==> config.mk <==
export PLATFORM = sky130hd
export DESIGN_NAME = instr_fetch_unit
export DESIGN_NICKNAME = d
export VERILOG_FILES = /design/src/rtl/riscv_pkg.sv /design/src/rtl/fetch_queue.sv /design/src/rtl/instr_fetch_unit.sv
export SDC_FILE = /design/constraint.sdc
export NUM_CORES = 1
export LEC_CHECK = 0
export BUFFER_PORTS_ARGS = -buffer_cell sky130_fd_sc_hd__buf_4
export CORE_MARGIN = 2
export CORE_UTILIZATION = 60
export CTS_CLUSTER_SIZE = 40
export DETAILED_ROUTE_END_ITERATION = 16
export PLACE_DENSITY = 0.95
export REMOVE_ABC_BUFFERS = 1
export SLEW_MARGIN = 20
export SYNTH_ARGS = -nofsm -noshare
export SYNTH_HDL_FRONTEND = slang
export SYNTH_SLANG_ARGS = --single-unit
==> constraint.sdc <==
create_clock -name clk -period 6.8 [get_ports clk]
set_input_delay 1.36 -clock clk [delete_from_list [all_inputs] [get_ports clk]]
set_output_delay 1.36 -clock clk [all_outputs]
set_load 0.02 [all_outputs]
==> src/rtl/riscv_pkg.sv <==
// Shared types and constants for the instruction fetch front-end.
package riscv_pkg;

  localparam int          INSTR_BYTES      = 4;
  localparam logic [31:0] DEFAULT_RESET_PC = 32'h0000_0000;

  // One fetched instruction tagged with the address it was fetched from.
  typedef struct packed {
    logic [31:0] instr;
    logic [31:0] pc;
  } fetch_entry_t;

  // Width of an occupancy counter that must be able to hold the value depth itself.
  function automatic int cnt_width(input int depth);
    return $clog2(depth + 1);
  endfunction

endpackage

==> src/rtl/fetch_queue.sv <==
// Small synchronous FIFO of fetch entries with flush and occupancy count.
module fetch_queue
  import riscv_pkg::*;
#(
  parameter int DEPTH = 2
) (
  input  logic                         clk,
  input  logic                         rst_n,
  input  logic                         push,
  input  fetch_entry_t                 push_entry,
  input  logic                         pop,
  input  logic                         flush,
  output fetch_entry_t                 head,
  output logic                         full,
  output logic                         empty,
  output logic [cnt_width(DEPTH)-1:0]  count
);

  localparam int CW = cnt_width(DEPTH);
  localparam int PW = $clog2(DEPTH);

  fetch_entry_t     mem [DEPTH];
  logic [PW-1:0]    rd_ptr;
  logic [PW-1:0]    wr_ptr;
  logic             do_push;
  logic             do_pop;

  // A push into a full queue is legal when a pop frees the head slot in the same cycle.
  always_comb begin
    full    = (count == CW'(DEPTH));
    empty   = (count == '0);
    do_pop  = pop && !empty;
    do_push = push && (!full || do_pop);
    head    = mem[rd_ptr];
  end

  // Storage, pointers and count; flush empties the queue without touching storage.
  always_ff @(posedge clk or negedge rst_n) begin
    if (!rst_n) begin
      rd_ptr <= '0;
      wr_ptr <= '0;
      count  <= '0;
      for (int i = 0; i < DEPTH; i++) begin
        mem[i] <= '0;
      end
    end else if (flush) begin
      rd_ptr <= '0;
      wr_ptr <= '0;
      count  <= '0;
    end else begin
      if (do_push) begin
        mem[wr_ptr] <= push_entry;
        wr_ptr      <= wr_ptr + PW'(1);
      end
      if (do_pop) begin
        rd_ptr <= rd_ptr + PW'(1);
      end
      if (do_push && !do_pop) begin
        count <= count + CW'(1);
      end else if (!do_push && do_pop) begin
        count <= count - CW'(1);
      end
    end
  end

endmodule

==> src/rtl/instr_fetch_unit.sv <==
// Fetch front-end: PC generation, credit-limited memory requests, in-order
// instruction queue toward decode, and redirect handling with stale-response discard.
module instr_fetch_unit
  import riscv_pkg::*;
#(
  parameter int                    DATA_WIDTH  = 32,
  parameter logic [DATA_WIDTH-1:0] RESET_PC    = DEFAULT_RESET_PC,
  parameter int                    QUEUE_DEPTH = 2
) (
  input  logic                  clk,
  input  logic                  rst_n,
  output logic                  imem_req_valid,
  input  logic                  imem_req_ready,
  output logic [DATA_WIDTH-1:0] imem_req_addr,
  input  logic                  imem_rsp_valid,
  input  logic [DATA_WIDTH-1:0] imem_rsp_data,
  input  logic                  redirect_valid,
  input  logic [DATA_WIDTH-1:0] redirect_pc,
  output logic                  instr_valid,
  input  logic                  instr_ready,
  output logic [DATA_WIDTH-1:0] instr_o,
  output logic [DATA_WIDTH-1:0] instr_pc
);

  localparam int CW = cnt_width(QUEUE_DEPTH);

  logic [DATA_WIDTH-1:0] pc;
  logic [CW-1:0]         discard;
  logic [CW-1:0]         iq_count;
  logic [CW-1:0]         aq_count;
  logic [CW:0]           credit_sum;
  logic                  iq_full;
  logic                  iq_empty;
  logic                  aq_full;
  logic                  aq_empty;
  logic                  req_fire;
  logic                  rsp_keep;
  logic                  dec_pop;
  fetch_entry_t          iq_push_entry;
  fetch_entry_t          aq_push_entry;
  fetch_entry_t          iq_head;
  fetch_entry_t          aq_head;
  logic                  unused_ok;

  // Request credit counts both in-flight requests and queued instructions so a
  // returning response always finds a free slot; rst_n gating keeps the request
  // low while reset is held even though the counters already read zero.
  always_comb begin
    credit_sum     = {1'b0, aq_count} + {1'b0, iq_count};
    imem_req_valid = rst_n && (credit_sum < (CW + 1)'(QUEUE_DEPTH)) && !redirect_valid;
    imem_req_addr  = pc;
    req_fire       = imem_req_valid && imem_req_ready;
    rsp_keep       = imem_rsp_valid && (discard == '0) && !redirect_valid;
    instr_valid    = !iq_empty;
    dec_pop        = instr_valid && instr_ready;
    instr_o        = iq_head.instr;
    instr_pc       = iq_head.pc;
    aq_push_entry  = '{instr: '0, pc: pc};
    iq_push_entry  = '{instr: imem_rsp_data, pc: aq_head.pc};
  end

  // Fetch PC: a redirect always wins, otherwise advance one word per accepted request.
  always_ff @(posedge clk or negedge rst_n) begin
    if (!rst_n) begin
      pc <= RESET_PC;
    end else if (redirect_valid) begin
      pc <= {redirect_pc[DATA_WIDTH-1:2], 2'b00};
    end else if (req_fire) begin
      pc <= pc + DATA_WIDTH'(INSTR_BYTES);
    end
  end

  // On redirect every request still in flight after this cycle is stale; the
  // request line is held low during a redirect, so only a response this cycle
  // reduces that number.
  always_ff @(posedge clk or negedge rst_n) begin
    if (!rst_n) begin
      discard <= '0;
    end else if (redirect_valid) begin
      discard <= aq_count - CW'(imem_rsp_valid);
    end else if (imem_rsp_valid && (discard != '0)) begin
      discard <= discard - CW'(1);
    end
  end

  // Instruction queue toward decode; a redirect flushes it after any decode handshake that cycle.
  fetch_queue #(.DEPTH(QUEUE_DEPTH)) u_instr_queue (
    .clk        (clk),
    .rst_n      (rst_n),
    .push       (rsp_keep),
    .push_entry (iq_push_entry),
    .pop        (dec_pop),
    .flush      (redirect_valid),
    .head       (iq_head),
    .full       (iq_full),
    .empty      (iq_empty),
    .count      (iq_count)
  );

  // Addresses of accepted requests in issue order; its count is the outstanding
  // request count, and it drains on every response including discarded ones.
  fetch_queue #(.DEPTH(QUEUE_DEPTH)) u_addr_queue (
    .clk        (clk),
    .rst_n      (rst_n),
    .push       (req_fire),
    .push_entry (aq_push_entry),
    .pop        (imem_rsp_valid),
    .flush      (1'b0),
    .head       (aq_head),
    .full       (aq_full),
    .empty      (aq_empty),
    .count      (aq_count)
  );

  // Status bits that the credit rule makes redundant are collected here on purpose.
  assign unused_ok = &{1'b0, aq_head.instr, aq_full, aq_empty, iq_full};

endmodule
==> flow_metrics.env, run 1 <==
export IMPL_clock_skew_final_ns=0.0148
export IMPL_setup_violations_final=0
export IMPL_cts_tree="done"
export IMPL_place_hpwl_um=14100
export IMPL_cts_resized=0
export IMPL_hold_path_class="flip-flop to flip-flop"
export IMPL_io_pins=168
export IMPL_die_area_um2=18200
export IMPL_vias_per_cell=5.84
export IMPL_r2r_worst_path_cells=7
export IMPL_synth_cells=760
export IMPL_nNetsFinal=984
export IMPL_slew_viol_final=0
export IMPL_final_setup_worst_slack_ns=2.91
export IMPL_synthDistinctLibCells=47
export IMPL_n_fill_cell=1083
export IMPL_r2r_start="u_instr_queue.count[0]"
export IMPL_clock_path_buffers=3
export IMPL_grt_max_degree=96
export IMPL_insertion_delay_ns=0.50
export IMPL_worstSetupStartpoint="u_instr_queue.rd_ptr"
export IMPL_syn_avg_cell_area_um2=13.5
export IMPL_drt_pass1_iterations=4
export IMPL_ys_ff_latch=224
export IMPL_rows=47
export IMPL_htree_num_levels=1
export IMPL_postCtsHoldBufs=0
export IMPL_rrSetupSlack_ns=3.60
export IMPL_r2r_end="u_addr_queue.mem[23]"
export IMPL_rsz0062_at_grt="false"
export IMPL_die_y_um=135
export IMPL_cts_sinks=224
export IMPL_hold_viol=0
export IMPL_track_usage_pct=24.8
export IMPL_cts_buffers=23
export IMPL_synth_edf_count=0
export IMPL_cts_setup_buffers=0
export IMPL_tns_ns=0
export IMPL_crit_required_ns=5.44
export IMPL_initial_core_util_pct=61.8
export IMPL_gp_congestion=0.721
export IMPL_pre_cts_ws_ns=2.77
export IMPL_fin_crit_sh_pct=57.2
export IMPL_multiInputGateArea_um2=4460
export IMPL_grt_pass1_wl_um=36100
export IMPL_run_status="complete, no violations"
export IMPL_period_needed_ns=3.89
export IMPL_wire_per_inst_um=19.3
export IMPL_final_layout_size_suffix_gt1_share_pct=53.5
export IMPL_grt_overflow=0
export IMPL_drcViolationCount=0
export IMPL_async_reset_ff_share_pct=100
export IMPL_grt_antenna_before_repair=0
export IMPL_drt_total_wl_um=22000
export IMPL_vias=6679
export IMPL_synthFlopType="dfrtp_1"
export IMPL_p_leak_uw=0.00565
export IMPL_syn_area_um2=10300
export IMPL_cp_arrival_ns=2.53
export IMPL_path_clk_slew_ns=0.06
export IMPL_p_per_area_nw_per_um2=436
export IMPL_ff_latch_area_um2=5610
export IMPL_antennaDiodeCount=0
export IMPL_grt_pass1_vias=7084
export IMPL_die_w_um=135
export IMPL_drv_cap=0
export IMPL_criticalPathCategory="flip-flop to primary output"
export IMPL_port_buffers=161
export IMPL_tightest_slew_ns=0.971
export IMPL_coreArea_um2=16600
export IMPL_worst_slew_margin_rel_pct=35.3
export IMPL_crit_fanout=42
export IMPL_layout_common_cells="276 x mux2_2, 223 x dfrtp_1, 168 x buf_4"
export IMPL_ant_nets=0
export IMPL_area_delta_synth_final_pct=20.8
export IMPL_min_path_cells=1
export IMPL_layout_commonest_cell="mux2_2"
export IMPL_worst_ir_drop_vdd_mv=0.309
export IMPL_drt_iter0_drc=242
export IMPL_ys_seq_area_share_pct=54.5
export IMPL_timing_fmax_mhz=257
export IMPL_synth_warnings=0
export IMPL_end_kind="primary output"
export IMPL_start_kind="flip-flop"
export IMPL_root_buffer="clkbuf_16"
export IMPL_min_from="u_instr_queue.mem[22]"
export IMPL_whs_endpoint="u_instr_queue.mem[22]"
[worst max path at each step]
stage                                         to  slack (ns)  cells past startpoint
after CTS                         imem_req_valid        2.86                      3
after global routing              imem_req_valid        2.80                      3
after detailed placement     u_addr_queue.mem[9]        2.77                      6
final                               instr_pc[24]        2.91                      3
after floorplan           u_instr_queue.mem[100]        1.26                      3
after global placement      u_addr_queue.mem[17]        2.81                      6
[flip-flops by register name, summed over array words and instances (netlist names)]
signal,cells
discard,2
imem_req_addr,30
u_addr_queue.count,2
u_addr_queue.mem,60
u_addr_queue.rd_ptr,1
u_addr_queue.wr_ptr,1
u_instr_queue.count,2
u_instr_queue.mem,124
u_instr_queue.rd_ptr,1
u_instr_queue.wr_ptr,1
[power by group]
part | leakage [uW] | total, uW | switching (uW) | internal [uW]
clock network | 0.000384 | 1270 | 495 | 779
logic | 0.00248 | 1940 | 863 | 1080
registers | 0.00279 | 2200 | 325 | 1870
[worst max-delay path, cell delays in order (launching register included)]
cell     delay (ns)
dfrtp_2        0.78
buf_4          0.64
mux2_2         0.43
buf_4          0.16
[Yosys cell counts, types with 2 or more instances]
master    count  area share, %
buf_2        15           0.73
clkbuf_1     24           0.88
buf_1         4           0.15
or3_1         4           0.24
nand3_1      10           0.49
o21ai_0      15           0.73
buf_4         4           0.29
o31a_1        3           0.26
and2_1        2           0.12
inv_1         7           0.26
or4_1        13           0.95
or4b_2        2           0.19
o31ai_1      13           0.95
mux2_2      276             30
and3_1        5           0.30
nor3b_1       2           0.15
nand2_1      27           0.99
ha_1          4           0.49
a21oi_1       2          0.097
or2_2         2           0.12
a31oi_1      16           0.97
dfrtp_1     224             55
xnor2_1      10           0.85
nor4_1        6           0.37
nor3_1        5           0.24
xor2_1        8           0.68
nor2_1       25           0.91
nand4_1       9           0.55
nand2b_1      4           0.24
nor4b_1       2           0.17
[logic make-up after synthesis]
kind of cell / synth area share [%]
AND/OR/NAND/NOR: 6.91
AO/OA/AOI/OAI: 3.53
XOR/XNOR: 1.53
other: 0.0365
multiplexers: 30.3
adder cells (fa/ha/maj): 0.682
flip-flops: 54.5
buffers and inverters: 2.45
[per-stage QoR]
step	hold slack (ns)	total power [uW]	util [%]	area [um2]	instances
after global routing	0.510	5700	74.6	12400	1143
after floorplan	0.456	3470	-	10100	715
after global placement	0.481	4060	70.0	11600	1104
final	0.499	5420	74.6	12400	1143
after CTS	0.501	5460	74.6	12400	1143
after detailed placement	0.487	4160	70.0	11600	1104
[per-layer routing]
| layer | global-route usage, % | wire length (um) |
|---|---|---|
| met1 | 33.0 | 9040 |
| met5 | 0 | 0 |
| met4 | 6.26 | 499 |
| met3 | 4.43 | 1490 |
| met2 | 42.5 | 11000 |
[area by class of cell]
class | instances | share of cell area, %
clock buffers | 34 | 5.61
clock inverters | 5 | 0.605
inverters | 8 | 0.242
multi-input cells | 483 | 35.9
flip-flops and latches | 224 | 45.2
well taps | 220 | 2.22
repair buffers | 169 | 10.3
(Power assumes the default switching activity.)
==> run 2, diff against run 1 <==
Settings changed: ABC_AREA set to 1, CORE_UTILIZATION 60 to 52, PLACE_DENSITY 0.95 to 0.89.
Clock period 6.8 ns to 3.5 ns, I/O delays scaled along.
==> run 2 against run 1 <==
  * Count of clock-buffer cells in the layout shrank 5
  * Critical path depth grew 4
  * Clock skew grew 0.0043 ns
  * Routed wire length grew 21%
  * Area after synthesis grew 5.8%
  * Design area grew 4.2%
  * Global-route usage shrank 0.37 points
  * Via count grew 44%
  * First-iteration DRC count grew to 3.0 times the previous value
  * Sequential power grew 90%
  * Critical endpoint is now imem_req_valid
  * Largest cell class unchanged
==> flow_metrics.env, run 2 <==
export IMPL_syn_avg_cell_area_um2=7.60
export IMPL_worst_slew_margin_rel_pct=29.0
export IMPL_drv_cap=0
export IMPL_slowest_delay_ns=0.44
export IMPL_cts_tree="done"
export IMPL_postPlaceCellArea_um2=12200
export IMPL_layout_common_cells="615 x nand2_1, 223 x dfrtp_1, 173 x buf_4"
export IMPL_p_per_area_nw_per_um2=819
export IMPL_fin_crit_sh_pct=80.0
export IMPL_pwr_share_comb_pct=37.5
export IMPL_hold_ws_ns=0.0741
export IMPL_p_sw_uw=4120
export IMPL_ys_ff_latch=224
export IMPL_cts_sinks=224
export IMPL_path_cells="nand2_1 -> inv_1 -> fa_1 -> nor2_1 -> nand2_1 -> nor2_1 -> buf_4"
export IMPL_synth_warnings=0
export IMPL_n_fill_cell=1717
export IMPL_syn_area_um2=10900
export IMPL_wire_per_inst_um=14.5
export IMPL_synth_cells=1431
export IMPL_drt_pass1_iterations=5
export IMPL_start_kind="flip-flop"
export IMPL_cts_resized=0
export IMPL_grt_pass1_wl_um=44000
export IMPL_slew_viol_final=0
export IMPL_rows=52
export IMPL_drt_total_wl_um=26700
export IMPL_clock_path_buffers=3
export IMPL_path_clk_slew_ns=0.06
export IMPL_tns_ns=0
export IMPL_synth_top_cells_by_count="615 x nand2_1, 224 x dfrtp_1, 121 x inv_1"
export IMPL_layout_commonest_cell="nand2_1"
export IMPL_grt_antenna_before_repair=0
export IMPL_area_delta_synth_final_pct=18.9
export IMPL_vias=9607
export IMPL_async_reset_ff_share_pct=100
export IMPL_coreArea_um2=20400
export IMPL_htree_num_levels=1
export IMPL_crit_required_ns=2.80
export IMPL_nNetsFinal=1637
export IMPL_insertion_delay_ns=0.52
export IMPL_wl_met3_um=2120
export IMPL_synth_area_leaders="dfrtp_1 52%, nand2_1 21%, o21ai_1 4.6%"
export IMPL_timing_fmax_mhz=357
export IMPL_end_kind="primary output"
export IMPL_fin_util_pct=63.5
export IMPL_yosysTopAreaCell="dfrtp_1"
export IMPL_antennaDiodeCount=0
export IMPL_clock_skew_final_ns=0.0190
export IMPL_internal_power_uw=6470
export IMPL_die_w_um=149
export IMPL_synthDistinctLibCells=35
export IMPL_grt_pass1_vias=9039
export IMPL_postCtsHoldBufs=0
export IMPL_crit_fanout=6
export IMPL_ys_seq_area_share_pct=51.5
export IMPL_die_y_um=149
export IMPL_drt_iter0_drc=715
export IMPL_p_leak_uw=0.00676
export IMPL_die_area_um2=22100
export IMPL_vias_per_cell=5.20
export IMPL_cts_setup_buffers=0
export IMPL_place_hpwl_um=17800
export IMPL_port_buffers=161
export IMPL_final_area_um2=12900
export IMPL_gp_congestion=0.907
export IMPL_ant_nets=0
export IMPL_switching_share_pct=38.9
export IMPL_track_usage_pct=24.4
export IMPL_p_seq_share_pct=39.6
export IMPL_path_buf_inv=2
export IMPL_final_layout_size_suffix_gt1_share_pct=16.0
export IMPL_worst_ir_drop_vdd_mv=0.436
export IMPL_synth_edf_count=0
export IMPL_cp_arrival_ns=2.10
export IMPL_hold_path_class="primary input to async pin"
export IMPL_cts_buffers=23
export IMPL_wirelength_met1_um=11600
export IMPL_grt_max_degree=94
export IMPL_synth_top_area_share_pct=51.5
export IMPL_routed_wl_met2_um=12300
export IMPL_grt_overflow=0
export IMPL_criticalPathCategory="flip-flop to primary output"
export IMPL_root_buffer="clkbuf_16"
export IMPL_tightest_slew_ns=1.06
export IMPL_initial_core_util_pct=53.4
export IMPL_drcViolationCount=0
export IMPL_power_share_clock_pct=22.9
export IMPL_rsz0062_at_grt="false"
export IMPL_setup_violations_final=0
export IMPL_largest_reg_flops=124
export IMPL_period_needed_ns=2.80
export IMPL_dr_max_layer_used="met4"
export IMPL_run_status="complete, no violations"
export IMPL_synthFlopType="dfrtp_1"
export IMPL_io_pins=168
export IMPL_hold_viol=0
export IMPL_top_register="u_instr_queue.mem"
export IMPL_cp_slowest_cell="dfrtp_1"
export IMPL_yosysMostFrequentCell="nand2_1"
export IMPL_critPathTopFamily="simple AND/OR/NAND/NOR gates"
run 2: cell count changes after synthesis, sizes merged, moves of 7 or more:
cell | before | now
or4 | 14 | 0
nand2 | 27 | 621
nand3 | 11 | 37
xnor2 | 10 | 2
o31ai | 13 | 0
a21oi | 2 | 18
nor2 | 25 | 89
buf | 24 | 45
o21ai | 15 | 211
inv | 7 | 126
nor4 | 7 | 0
mux2 | 276 | 0
a31oi | 16 | 3
run 2: path summary, 6_finish.rpt:
| check | start | endpoint | slack, ns | cells past startpoint |
|---|---|---|---|---|
| min in group clk | redirect_pc[5] | imem_req_addr[5] | 0.45 | 3 |
| max | u_instr_queue.count[0] | imem_req_valid | 0.70 | 7 |
| min reg2reg | u_instr_queue.mem[25] | u_instr_queue.mem[25] | 0.47 | 2 |
| max reg2reg | u_instr_queue.count[0] | imem_req_addr[14] | 0.87 | 11 |
| min | rst_n | u_instr_queue.mem[53] | 0.07 | 1 |
| max in group asynchronous | rst_n | u_instr_queue.mem[41] | 2.19 | 2 |
run 2: cell families (layout without fill, tap and decap cells):
logic type | count (synthesis) | in the layout | synth area share [%]
flops | 224 | 224 | 51.5
buf+inv | 200 | 343 | 7.98
fa+ha+maj | 5 | 5 | 0.644
simple gates | 755 | 755 | 27.2
xor+xnor | 7 | 7 | 0.564
other cells | 1 | 4 | 0.0345
compound gates | 239 | 239 | 12.1
run 2: area by class of cell:
| type | count | area [um2] | area share (%) |
|---|---|---|---|
| Clock buffer | 29 | 628 | 4.86 |
| Multi-Input combinational cell | 1010 | 4420 | 34.1 |
| Tap cell | 270 | 338 | 2.61 |
| Clock inverter | 11 | 114 | 0.880 |
| Sequential cell | 224 | 5610 | 43.3 |
| Timing Repair Buffer | 176 | 1350 | 10.5 |
| Inverter | 127 | 479 | 3.70 |
run 2: layer usage:
metal | vias to the layer above | global-route usage (%)
met4 | 0 | 7.10
met2 | 371 | 39.3
met1 | 4458 | 34.4
met5 | - | 0
met3 | 61 | 4.11
li1 | 4717 | -
run 2: per-stage QoR:
step	power (uW)	std cells	worst slack, ns
6_report	10600	1847	0.701
5_1_grt	11300	1847	0.574
4_1_cts	10600	1847	0.688
3_5_place_dp	8180	1807	0.936
3_3_place_gp	7990	1807	0.985
2_1_floorplan	6630	1361	-0.202
run 2: power by group through the flow:
stage	Clock, uW	Combinational, uW	Sequential, uW
3_5_place_dp	0	3970	4200
5_1_grt	2570	4450	4310
3_3_place_gp	0	3840	4160
2_1_floorplan	0	2380	4250
4_1_cts	2460	4010	4170
6_report	2430	3980	4190
==> run 3, diff against run 2 <==
Clock period 3.5 ns to 2.4 ns, I/O delays scaled along.
==> run 3 against run 2 <==
  * The flow now finishes with violations (negative setup slack)
  * Sequential power increased by 47%
  * Sequential share of layout area is 0.94 points lower
  * Count of clock-buffer cells in the layout increased by 2
  * Via count grew 2.8%
  * Critical endpoint unchanged
  * Largest cell class unchanged
  * Largest power group unchanged
==> flow_metrics.env, run 3 (same netlist as run 2, synthesis figures left out) <==
export IMPL_drt_total_wl_um=27800
export IMPL_slowest_delay_ns=0.48
export IMPL_grt_pass1_wl_um=45700
export IMPL_drcViolationCount=0
export IMPL_vias=9875
export IMPL_die_y_um=149
export IMPL_clock_path_buffers=3
export IMPL_dr_max_layer_used="met4"
export IMPL_htree_num_levels=1
export IMPL_violations="negative setup slack"
export IMPL_r2r_start="u_instr_queue.count[0]"
export IMPL_drv_cap=0
export IMPL_crit_required_ns=1.92
export IMPL_p_per_area_nw_per_um2=1220
export IMPL_wl_met3_um=2490
export IMPL_place_hpwl_um=18300
export IMPL_cp_slowest_cell="fa_1"
export IMPL_cts_sinks=224
export IMPL_ant_nets=0
export IMPL_grt_max_degree=132
export IMPL_pre_cts_ws_ns=0.0459
export IMPL_p_leak_uw=0.00690
export IMPL_hold_viol=0
export IMPL_initial_core_util_pct=53.4
export IMPL_run_status="finished, violations left"
export IMPL_nNetsFinal=1648
export IMPL_clock_skew_final_ns=0.0153
export IMPL_track_usage_pct=25.5
export IMPL_worst_slew_margin_rel_pct=53.8
export IMPL_period_needed_ns=2.43
export IMPL_worst_ir_drop_vdd_mv=0.642
export IMPL_drt_pass1_iterations=5
export IMPL_final_layout_size_suffix_gt1_share_pct=16.7
export IMPL_port_buffers=161
export IMPL_gp_congestion=0.962
export IMPL_critPathTopFamily="adder cells"
export IMPL_layout_commonest_cell="nand2_1"
export IMPL_timing_fmax_mhz=411
export IMPL_slew_viol_final=0
export IMPL_fin_crit_sh_pct=101
export IMPL_routed_wl_met2_um=13300
export IMPL_root_buffer="clkbuf_16"
export IMPL_min_from="redirect_pc[5]"
export IMPL_io_pins=168
export IMPL_path_buf_inv=2
export IMPL_top_register="u_instr_queue.mem"
export IMPL_die_w_um=149
export IMPL_setup_violations_final=1
export IMPL_cts_tree="done"
export IMPL_wire_per_inst_um=15.0
export IMPL_worstSetupStartpoint="u_instr_queue.count[0]"
export IMPL_grt_antenna_before_repair=0
export IMPL_cp_arrival_ns=1.95
export IMPL_grt_pass1_vias=9587
export IMPL_vias_per_cell=5.31
export IMPL_rsz0062_at_grt="true"
export IMPL_drt_iter0_drc=874
export IMPL_layout_common_cells="615 x nand2_1, 223 x dfrtp_1, 175 x buf_4"
export IMPL_coreArea_um2=20400
export IMPL_area_delta_synth_final_pct=21.6
export IMPL_grt_overflow=0
export IMPL_rows=52
export IMPL_die_area_um2=22100
export IMPL_path_clk_slew_ns=0.06
export IMPL_wirelength_met1_um=11400
export IMPL_cts_buffers=24
export IMPL_crit_top_cell="nand2_1"
export IMPL_antennaDiodeCount=0
export IMPL_start_kind="flip-flop"
export IMPL_final_setup_worst_slack_ns=-0.0348
export IMPL_path_cells="nand2_1 -> inv_1 -> fa_1 -> nor2_4 -> nand2_1 -> nor2_1 -> buf_4"
export IMPL_criticalPathCategory="flip-flop to primary output"
export IMPL_end_kind="primary output"
export IMPL_largest_reg_flops=124
export IMPL_p_total_uw=16200
export IMPL_tightest_slew_ns=0.693
export IMPL_crit_fanout=2
export IMPL_hold_path_class="primary input to flip-flop"
export IMPL_insertion_delay_ns=0.52
run 3: cell types whose count changed in the layout (fill, tap and decap cells not counted), sizes merged:
cell / change
inv: -1
clkbuf: +2
bufinv: +3
clkinv: -2
dlygate4sd3: +1
buf: +9
run 3: cell type report:
type,instances,area [um2]
clock buffers,31,668
clock inverters,11,185
fillers,1665,7140
inverters,127,480
multi-input cells,1010,4430
flip-flops and latches,224,5610
well taps,270,338
repair buffers,186,1520
run 3: final timing paths:
path                                              to  slack (ns)  cells after the start
worst max-delay path                  imem_req_valid       -0.03                      7
worst min-delay path                imem_req_addr[5]        0.23                      3
worst max register to register  u_addr_queue.mem[86]        0.10                     12
worst min register to register  u_instr_queue.mem[7]        0.47                      2
max in group asynchronous       u_instr_queue.rd_ptr        1.07                      3
min in group asynchronous       u_instr_queue.mem[4]        0.40                      2
run 3: per-layer routing:
| metal | vias up | track usage, % |
|---|---|---|
| met5 | - | 0 |
| li1 | 4740 | - |
| met2 | 447 | 43.4 |
| met4 | 0 | 7.10 |
| met1 | 4637 | 34.2 |
| met3 | 51 | 3.96 |
run 3: what timing repair did:
item	in CTS	in global routing
setup buffers	0	2
resized for setup	2	4
setup endpoints to repair	29	24
pin swaps	1	2
hold buffers	1	0
cloned	0	0
hold endpoints to repair	13	0
run 3: through the flow:
stage               area (um2)  instances  TNS [ns]  hold slack, ns  utilization, %
floorplan                10500       1361    -44.66           0.184               -
global placement         12300       1814         0           0.319            60.6
detailed placement       12300       1814         0           0.322            60.6
CTS                      13200       1857   -0.0883           0.210            64.8
global route             13200       1859    -0.129           0.213            65.0
finish                   13200       1859   -0.0348           0.229            65.0
run 3: worst register-to-register path: cells and delay by family (launching register included):
kind                       cells  cell delay (ns)
adders and majority gates      1             0.48
DFF                            1             0.38
and+or+nand+nor                5             0.53
AOI/OAI and AO/OA              2             0.27
buffers and inverters          4             0.51
run 3: report_power, final:
| group | switching, uW | total (uW) | internal (uW) |
|---|---|---|---|
| logic | 3740 | 6050 | 2310 |
| registers | 906 | 6140 | 5230 |
| clock network | 1480 | 3970 | 2490 |
| total | 6130 | 16200 | 10000 |
